[src/rtl/ad_decimator_if.sv]
// ---------------------------------------------------------------------------
// ad_decimator_if
// Purpose : Groups the sample/config inputs and the decimated-sample outputs
//           of ad_decimator into one bundle in the ad_clk domain.
// Signals : ad_data    - raw ADC sample, one per ad_clk
//           deci_rate  - decimation ratio R (0 and 1 both mean R=1)
//           deci_mode  - 0=first, 1=max, 2=min, 3=alternate max/min
//           deci_clr   - synchronous window restart
//           deci_valid - one-cycle strobe marking a decimated sample
//           deci_data  - decimated sample, held between strobes
// Modports: master - sample source / controller side
//           slave  - decimator side
// ---------------------------------------------------------------------------
interface ad_decimator_if #(
    parameter int DW = 8,
    parameter int RW = 10
);
    logic [DW-1:0] ad_data;
    logic [RW-1:0] deci_rate;
    logic [1:0]    deci_mode;
    logic          deci_clr;
    logic          deci_valid;
    logic [DW-1:0] deci_data;

    modport master (
        output ad_data,
        output deci_rate,
        output deci_mode,
        output deci_clr,
        input  deci_valid,
        input  deci_data
    );

    modport slave (
        input  ad_data,
        input  deci_rate,
        input  deci_mode,
        input  deci_clr,
        output deci_valid,
        output deci_data
    );
endinterface

[src/rtl/ad_decimator.sv]
// ---------------------------------------------------------------------------
// ad_decimator
// Purpose : Reduces the raw ADC stream by a programmable ratio R, emitting
//           one sample per window of R input samples. The window result is
//           the first sample, the max, the min, or alternately max/min so
//           that short glitches survive slow timebases.
// Ports   : ad_clk - sole clock
//           rst_n  - synchronous active-low reset
//           bus    - ad_decimator_if.slave (ad_data, deci_rate, deci_mode,
//                    deci_clr in; deci_valid, deci_data out)
// Timing  : the result is registered in the last cycle of a window and
//           presented with deci_valid=1 one ad_clk later.
// ---------------------------------------------------------------------------
module ad_decimator #(
    parameter int DW = 8,
    parameter int RW = 10
) (
    input  logic              ad_clk,
    input  logic              rst_n,
    ad_decimator_if.slave     bus
);

    localparam logic [RW-1:0] CNT_ZERO   = {RW{1'b0}};
    localparam logic [RW-1:0] RATE_ONE   = {{(RW-1){1'b0}}, 1'b1};
    localparam logic [DW-1:0] DATA_ZERO  = {DW{1'b0}};
    localparam logic [1:0]    MODE_FIRST = 2'd0;
    localparam logic [1:0]    MODE_MAX   = 2'd1;
    localparam logic [1:0]    MODE_MIN   = 2'd2;
    localparam logic [1:0]    MODE_ALT   = 2'd3;

    // Combine accumulator and new sample according to the window mode.
    // Compares are unsigned; mode 3 uses max while alt=0 and min while alt=1.
    function automatic logic [DW-1:0] f_accumulate(
        input logic [DW-1:0] acc,
        input logic [DW-1:0] smp,
        input logic [1:0]    mode,
        input logic          alt
    );
        logic [DW-1:0] res;
        case (mode)
            MODE_FIRST: res = acc;
            MODE_MAX:   res = (smp > acc) ? smp : acc;
            MODE_MIN:   res = (smp < acc) ? smp : acc;
            MODE_ALT: begin
                if (alt) begin
                    res = (smp < acc) ? smp : acc;
                end else begin
                    res = (smp > acc) ? smp : acc;
                end
            end
            default:    res = acc;
        endcase
        return res;
    endfunction

    // Registered state
    logic [RW-1:0] cnt_q,   cnt_d;
    logic [RW-1:0] rate_q,  rate_d;
    logic [1:0]    mode_q,  mode_d;
    logic [DW-1:0] acc_q,   acc_d;
    logic          alt_q,   alt_d;
    logic          valid_q, valid_d;
    logic [DW-1:0] data_q,  data_d;

    // Combinational helpers
    logic          win_start_s;
    logic          win_end_s;
    logic [RW-1:0] rate_in_s;
    logic [RW-1:0] rate_eff_s;
    logic [1:0]    mode_eff_s;
    logic [DW-1:0] acc_next_s;

    // Effective configuration: in the first cycle of a window the live inputs
    // apply immediately (needed so that R=1 completes in that same cycle);
    // for the rest of the window the latched copy is used.
    always_comb begin
        rate_in_s   = (bus.deci_rate == CNT_ZERO) ? RATE_ONE : bus.deci_rate;
        win_start_s = (cnt_q == CNT_ZERO);
        if (win_start_s) begin
            rate_eff_s = rate_in_s;
            mode_eff_s = bus.deci_mode;
        end else begin
            rate_eff_s = rate_q;
            mode_eff_s = mode_q;
        end
        win_end_s = (cnt_q == (rate_eff_s - RATE_ONE));
    end

    // Window datapath: first sample seeds the accumulator, later samples fold in.
    always_comb begin
        if (win_start_s) begin
            acc_next_s = bus.ad_data;
        end else begin
            acc_next_s = f_accumulate(acc_q, bus.ad_data, mode_eff_s, alt_q);
        end
    end

    // Next-state logic for counter, accumulator, toggle, config and output.
    always_comb begin
        rate_d  = rate_q;
        mode_d  = mode_q;
        cnt_d   = cnt_q;
        acc_d   = acc_q;
        alt_d   = alt_q;
        valid_d = 1'b0;
        data_d  = data_q;

        // Config is only ever captured on the first sample of a window.
        if (win_start_s) begin
            rate_d = rate_in_s;
            mode_d = bus.deci_mode;
        end else begin
            rate_d = rate_q;
            mode_d = mode_q;
        end

        if (bus.deci_clr) begin
            // Abort: drop the partial window, including one that would end now.
            cnt_d   = CNT_ZERO;
            acc_d   = DATA_ZERO;
            alt_d   = 1'b0;
            valid_d = 1'b0;
            data_d  = data_q;
        end else begin
            acc_d = acc_next_s;
            if (win_end_s) begin
                cnt_d   = CNT_ZERO;
                valid_d = 1'b1;
                data_d  = acc_next_s;
            end else begin
                cnt_d   = cnt_q + RATE_ONE;
                valid_d = 1'b0;
                data_d  = data_q;
            end
            // Leaving mode 3 parks alt at 0 so re-entry starts with a max window.
            if (mode_eff_s != MODE_ALT) begin
                alt_d = 1'b0;
            end else if (win_end_s) begin
                alt_d = ~alt_q;
            end else begin
                alt_d = alt_q;
            end
        end
    end

    // State register with synchronous active-low reset.
    always_ff @(posedge ad_clk) begin
        if (!rst_n) begin
            cnt_q   <= CNT_ZERO;
            rate_q  <= RATE_ONE;
            mode_q  <= MODE_FIRST;
            acc_q   <= DATA_ZERO;
            alt_q   <= 1'b0;
            valid_q <= 1'b0;
            data_q  <= DATA_ZERO;
        end else begin
            cnt_q   <= cnt_d;
            rate_q  <= rate_d;
            mode_q  <= mode_d;
            acc_q   <= acc_d;
            alt_q   <= alt_d;
            valid_q <= valid_d;
            data_q  <= data_d;
        end
    end

    assign bus.deci_valid = valid_q;
    assign bus.deci_data  = data_q;

endmodule
[src/flat_wrapper.sv]
// flat-port wrapper written by rule: the top's interface ports become plain ports
module ad_decimator_flat 
#(
    parameter int DW = 8,
    parameter int RW = 10
)
  (ad_clk, rst_n, bus_ad_data, bus_deci_rate, bus_deci_mode, bus_deci_clr, bus_deci_valid, bus_deci_data);
  ad_decimator_if #(.DW(DW), .RW(RW)) bus_i ();
  input  logic ad_clk;
  input  logic rst_n;
  input wire logic [$bits(bus_i.ad_data)-1:0] bus_ad_data;
  input wire logic [$bits(bus_i.deci_rate)-1:0] bus_deci_rate;
  input wire logic [$bits(bus_i.deci_mode)-1:0] bus_deci_mode;
  input wire logic [$bits(bus_i.deci_clr)-1:0] bus_deci_clr;
  output wire logic [$bits(bus_i.deci_valid)-1:0] bus_deci_valid;
  output wire logic [$bits(bus_i.deci_data)-1:0] bus_deci_data;
  assign bus_i.ad_data = bus_ad_data;
  assign bus_i.deci_rate = bus_deci_rate;
  assign bus_i.deci_mode = bus_deci_mode;
  assign bus_i.deci_clr = bus_deci_clr;
  assign bus_deci_valid = bus_i.deci_valid;
  assign bus_deci_data = bus_i.deci_data;
  ad_decimator #(.DW(DW), .RW(RW)) u_core (.ad_clk(ad_clk), .rst_n(rst_n), .bus(bus_i));
endmodule
[config.mk]
export PLATFORM = sky130hd
export DESIGN_NAME = ad_decimator_flat
export DESIGN_NICKNAME = d
export VERILOG_FILES = /design/src/rtl/ad_decimator_if.sv /design/src/rtl/ad_decimator.sv /design/src/flat_wrapper.sv
export SDC_FILE = /design/constraint.sdc
export NUM_CORES = 1
export LEC_CHECK = 0
export CAP_MARGIN = 20
export CORE_UTILIZATION = 45
export CTS_BUF_LIST = sky130_fd_sc_hd__clkbuf_4 sky130_fd_sc_hd__clkbuf_8
export DETAILED_ROUTE_END_ITERATION = 10
export PLACE_DENSITY = 0.68
export SYNTH_ARGS = -nofsm -noshare
export SYNTH_HDL_FRONTEND = slang
export SYNTH_SLANG_ARGS = --single-unit
[constraint.sdc]
create_clock -name ad_clk -period 3.3 [get_ports ad_clk]
set_input_delay 0.825 -clock ad_clk [delete_from_list [all_inputs] [get_ports ad_clk]]
set_output_delay 0.825 -clock ad_clk [all_outputs]
set_load 0.02 [all_outputs]
### Word-level counts from Yosys, hierarchy flattened

Index checks and enable logic that the tools add are counted.
Widths: inputs -> output; s select.

* $add $sub $neg: 2
* magnitude comparators: 2
* eq/ne operators: 5
* muxes and demuxes: 9
* bitwise gates (word level): 3
* reduce and logical (&&, ||, !) cells: 7

Operator list (number)
* $mux 8: 4
* $pmux 8 s4: 1
* $logic_not 10->1: 2
* $mux 10: 2
* $add 10x1->10 const B: 1
* $eq 10x10->1: 1
* $sub 10x1->10 const B: 1
* $gt 8x8->1: 1
* $lt 8x8->1: 1
* $reduce_or 3->1: 2
* $eq 2x2->1 const B: 2
* $not 1->1: 3
* $eq 2x1->1 const B: 1
* $logic_not 2->1: 1
* $mux 2: 1
* $ne 2x2->1 const B: 1
* $reduce_and 2->1: 1
* $reduce_or 2->1: 1
* $mux 1: 1

* flip-flop bits (word level): 40
* input port bits: 23
* output and inout bits: 9
* word-level logic and storage cells: 35

### Longest topological paths before layout

* word-level depth: 6
* gate-level depth with buffers: 15

### Least setup slack after synthesis

No wires, ideal clock.

* path type: register to register
* start: register u_core.cnt_q[0]
* end: register u_core.cnt_q[2]
* library setup time: 0.117 ns
* arrival time: 3.022 ns
* data required time: 3.183 ns
* slack: 0.161 ns
* cell stages (with the launch flop): 16
* buffers on the path: 3
* clock period less this slack: 3.139 ns
* cells stage by stage: dfxtp_1 > inv_1 > ha_1 > or3b_1 > buf_2 > nor3_4 > buf_6 > mux2i_2 > ha_1 > o311ai_0 > o221ai_1 > o2111a_1 > nand4_1 > nand2b_1 > buf_2 > nor2_1

* word-level cells in the longest chain between the ends: 5

RTL lines
* from (decl): RTL line ad_decimator.sv:57 `logic [RW-1:0] cnt_q, cnt_d;`
* from (signal assigned): RTL line ad_decimator.sv:157 `cnt_q <= cnt_d;`
* $logic_not 10->1: RTL line ad_decimator.sv:78 `win_start_s = (cnt_q == CNT_ZERO);`
* $mux 10
* $sub 10x1->10: RTL line ad_decimator.sv:86 `win_end_s = (cnt_q == (rate_eff_s - RATE_ONE));`
* $eq 10x10->1: RTL line ad_decimator.sv:86
* $reduce_or 3->1 (no source line)

Several ways; a longest one is shown, not always the timed one.
A chain may end at the register's enable or synchronous reset.

### Final worst setup path

* start: input port bus_deci_rate[8]
* end: register u_core.data_q[4] (netlist: u_core.bus.deci_data[4])

* word-level cells in the longest chain between the ends: 6

RTL lines
* from (decl): RTL line flat_wrapper.sv:12 `input wire logic [$bits(bus_i.deci_rate)-1:0] bus_deci_rate;`
* $logic_not 10->1: RTL line ad_decimator.sv:77 `rate_in_s = (bus.deci_rate == CNT_ZERO) ? RATE_ONE : bus.deci_rate;`
* $mux 10 *: RTL line ad_decimator.sv:77
* $mux 10 *
* $sub 10x1->10 *: RTL line ad_decimator.sv:86
* $eq 10x10->1 *: RTL line ad_decimator.sv:86
* $reduce_and 2->1 (no source line) *
* to (signal assigned): RTL line ad_decimator.sv:163 `data_q <= data_d;`
* to (decl): RTL line ad_decimator.sv:63 `logic [DW-1:0] data_q, data_d;`

Every way passes the cells marked *; elsewhere a longest branch is shown, timed or not.

==> summary.txt <==
Run status
  • Status: finished clean

Synth
  • Post-synthesis simple-gate area fraction: 0.250
  • Largest family of logic cells by synthesized area: simple AND/OR/NAND/NOR gates
  • Ys async rst share: 0
  • Syn Area/Cell: 8.70 sq um
  • Primary FF master, synth: dfxtp_1
  • Synth Area in XOR/XNOR: 0.0570
  • Most common cell in the netlist: dfxtp_1
  • Syn nets: 314
  • Post-synth EDFFs: 0
  • Synth Area in Compound Gates: 0.191
  • Sequential area share after synthesis: 0.329
  • Mux share of post-synthesis cell area: 0.0550
  • Mapped Area: 0.00243 sq mm
  • Synth top area share: 0.329
  • Top post-synthesis cells by count: dfxtp_1, nor2_1, inv_1
  • Largest cells by area after synthesis: dfxtp_1, ha_1, nor2_1, mux2i_1, xnor2_1
  • Cell taking the most area after synthesis: dfxtp_1
  • Post-Syn Instances: 280
  • Synth Register Bits: 40
  • Adder-cell share of the synthesized area: 0.0565
  • Synthesis Warnings: 0
  • Cell variety after synth: 54

Setup path
  • Worst EP required: 3.47 ns
  • Worst setup SP type: primary input
  • RR Endpoint: u_core.bus.deci_data[4]
  • WS Path Type: in -> reg
  • R2R cell count: 14
  • Worst EP arrival: 3.40 ns
  • Crit end category: register
  • Worst path cell trace: clkdlybuf4s50_1 -> nor4_4 -> a31o_2 -> mux2i_2 -> ha_2 -> o311ai_0 -> o221ai_1 -> o2111a_1 -> nand4_1 -> buf_4 -> nor2_4 -> buf_12 -> o2bb2ai_1
  • Reg2reg start: u_core.cnt_q[1]
  • CP max stage delay: 0.54 ns
  • Crit Path Max Fanout: 7
  • Slowest cell on the critical path: clkdlybuf4s50_1
  • Worst Path Buf+Inv: 3
  • R2R setup slack: 0.18 ns
  • Top delay family on crit path: compound AO/OA/AOI/OAI gates

Global routing
  • Number of global-route vias before repair: 2033
  • GRT Total Usage: 0.228
  • First-pass GRT wire length: 9810 um
  • Antenna violations before repair: 0
  • Largest net degree at the start of global routing: 22
  • Total gr overflow: 0

Power
  • P_sw: 310 uW
  • Sequential power share: 0.429
  • VDD IR max: 0.305 mV
  • PwrDens: 380 mW/mm^2
  • Cell internal pwr: 893 uW
  • Power Total: 1.20 mW
  • Leakage: 1.21 nW
  • Part of the power in combinational logic: 0.210
  • Clk pwr share: 0.361
  • Switch share: 0.258

STA
  • Final WS setup: 0.0785 ns
  • Fin crit share: 0.976
  • Worst-margin pin slew: 0.535 ns
  • Max Freq: 310 MHz
  • Final Hold Fails: 0
  • Skew final: 0.00475 ns
  • Worst relative slew slack: 0.642
  • Fin. max-slew vios: 0
  • Tmin final: 3.22 ns
  • Endpoints failing setup: 0
  • Setup_tns: 0 ns

Die
  • I/O Pins: 32
  • Die Width: 75.6 um
  • DIE HEIGHT: 75.6 um
  • Core area: 0.00517 sq mm
  • Row count: 26
  • Initial Util: 0.471
  • Die Area: 0.00571 sq mm

Hold path
  • End point of the worst hold path: u_core.bus.deci_data[6]
  • Hold Path Depth: 2
  • Worst Hold Launch: u_core.bus.deci_data[6]
  • HP Class: reg -> reg

Placed design
  • Placed Area: 0.00298 sq mm
  • GP Congestion: 0.898
  • DP Worst Slack: -0.254 ns
  • Hpwl dp: 4370 um
  • Port Buf Inserts: 31

Clock tree
  • Worst-Skew Late Latency: 0.29 ns
  • Clock Sinks: 40
  • Hold buffers post-CTS: 0
  • Maximum root-to-sink buffer count: 2
  • TritonCTS buffer count: 5
  • Root Buffer: clkbuf_8
  • Clk pin slew, worst setup/hold paths: 0.07 ns
  • CTS tree: yes
  • H-tree depth: 2

Routing
  • Antenna-violating nets left: 0
  • Routed wire per std cell: 15.1 um
  • Drt first pass iters: 5
  • Final wirelength: 6120 um
  • Vias: 2309
  • DRC: 0
  • First-iteration detailed-routing DRC count: 266
  • Post-DR vias/cell: 5.69

Flow run
  • Max_cap viols: 0

Layout
  • Final Net Count: 369
  • Antenna cells: 0
  • Final core utilization: 0.612
  • Area Growth Syn to Fin: 30.1%
  • Final Cell Area: 0.00317 sq mm
  • Share of layout cells above drive strength 1: 0.179
  • Layout fillers: 432
-- power groups by stage --
stage,sequential [mW],combinational [mW],clock (mW)
global route,0.518,0.276,0.467
finish,0.516,0.253,0.434
detailed placement,0.527,0.237,0
floorplan,0.523,0.148,0
CTS,0.516,0.239,0.447
global placement,0.526,0.235,0
-- how the worst max path moves through the flow --
stage | startpoint | end | cells past startpoint
floorplan | u_core.cnt_q[0] | u_core.cnt_q[2] | 15
global placement | bus_deci_rate[7] | u_core.bus.deci_data[0] | 12
detailed placement | bus_deci_rate[7] | u_core.bus.deci_data[0] | 12
CTS | bus_deci_rate[7] | u_core.bus.deci_data[0] | 12
global route | bus_deci_rate[8] | u_core.cnt_q[9] | 13
finish | bus_deci_rate[8] | u_core.bus.deci_data[4] | 13
-- state kept, by name (all words and copies together), names as in the netlist --
| name | flops |
|---|---|
| u_core.cnt_q | 10 |
| u_core.mode_q | 2 |
| u_core.bus.deci_valid | 1 |
| u_core.rate_q | 10 |
| u_core.acc_q | 8 |
| u_core.bus.deci_data | 8 |
| u_core.alt_q | 1 |
-- cells in the final DEF, fill, tap and decap left out, types with 9 or more instances in the layout --
master / netlist / final
buf_4: 0 / 29
clkdlybuf4s50_1: 0 / 31
dfxtp_1: 40 / 40
ha_1: 11 / 10
inv_1: 19 / 19
mux2i_1: 12 / 12
nand2_1: 17 / 17
nand3_1: 9 / 9
nand4_1: 10 / 10
nor2_1: 34 / 34
xnor2_1: 10 / 10
-- repair_timing --
item                       CTS  global route
setup buffers                0             3
setup endpoints to repair    0            19
gates resized for setup      0             7
-- stage by stage --
stage,hold slack [ns],std cells
2_1_floorplan,0.462,280
3_3_place_gp,0.457,395
3_5_place_dp,0.455,395
4_1_cts,0.467,403
5_1_grt,0.487,406
6_report,0.462,406
-- worst min-delay path: stages (launching register included) --
cell	delay (ns)
dfxtp_1	0.31
nand2_1	0.05
o2bb2ai_1	0.06
-- logic make-up (layout without fill, tap and decap cells) --
logic type,after synthesis,in the layout
and+or+nand+nor,111,111
AOI/OAI and AO/OA,57,57
DFF,40,40
buffers and inverters,33,89
xor gates and xnor gates,15,15
muxes,13,13
adders and majority gates,11,11
-- per-layer routing --
| layer | wire length (um) | track usage | share of wire | up-vias |
|---|---|---|---|---|
| met5 | 0 | 0 | 0 | - |
| met4 | 76 | 0.0514 | 0.012 | 0 |
| met3 | 342 | 0.0489 | 0.056 | 8 |
| met2 | 2670 | 0.332 | 0.44 | 82 |
| met1 | 3030 | 0.343 | 0.50 | 1092 |
| li1 | - | - | - | 1127 |
-- cell type report --
class / count / area [sq um] / share of cell area
multi-input cells: 207 / 1510 / 0.478
flip-flops and latches: 40 / 801 / 0.253
repair buffers: 62 / 568 / 0.179
clock buffers: 7 / 96.3 / 0.0304
well taps: 70 / 87.6 / 0.0276
inverters: 19 / 71.3 / 0.0225
clock inverters: 1 / 30.0 / 0.00948
(Power assumes the default switching activity.)
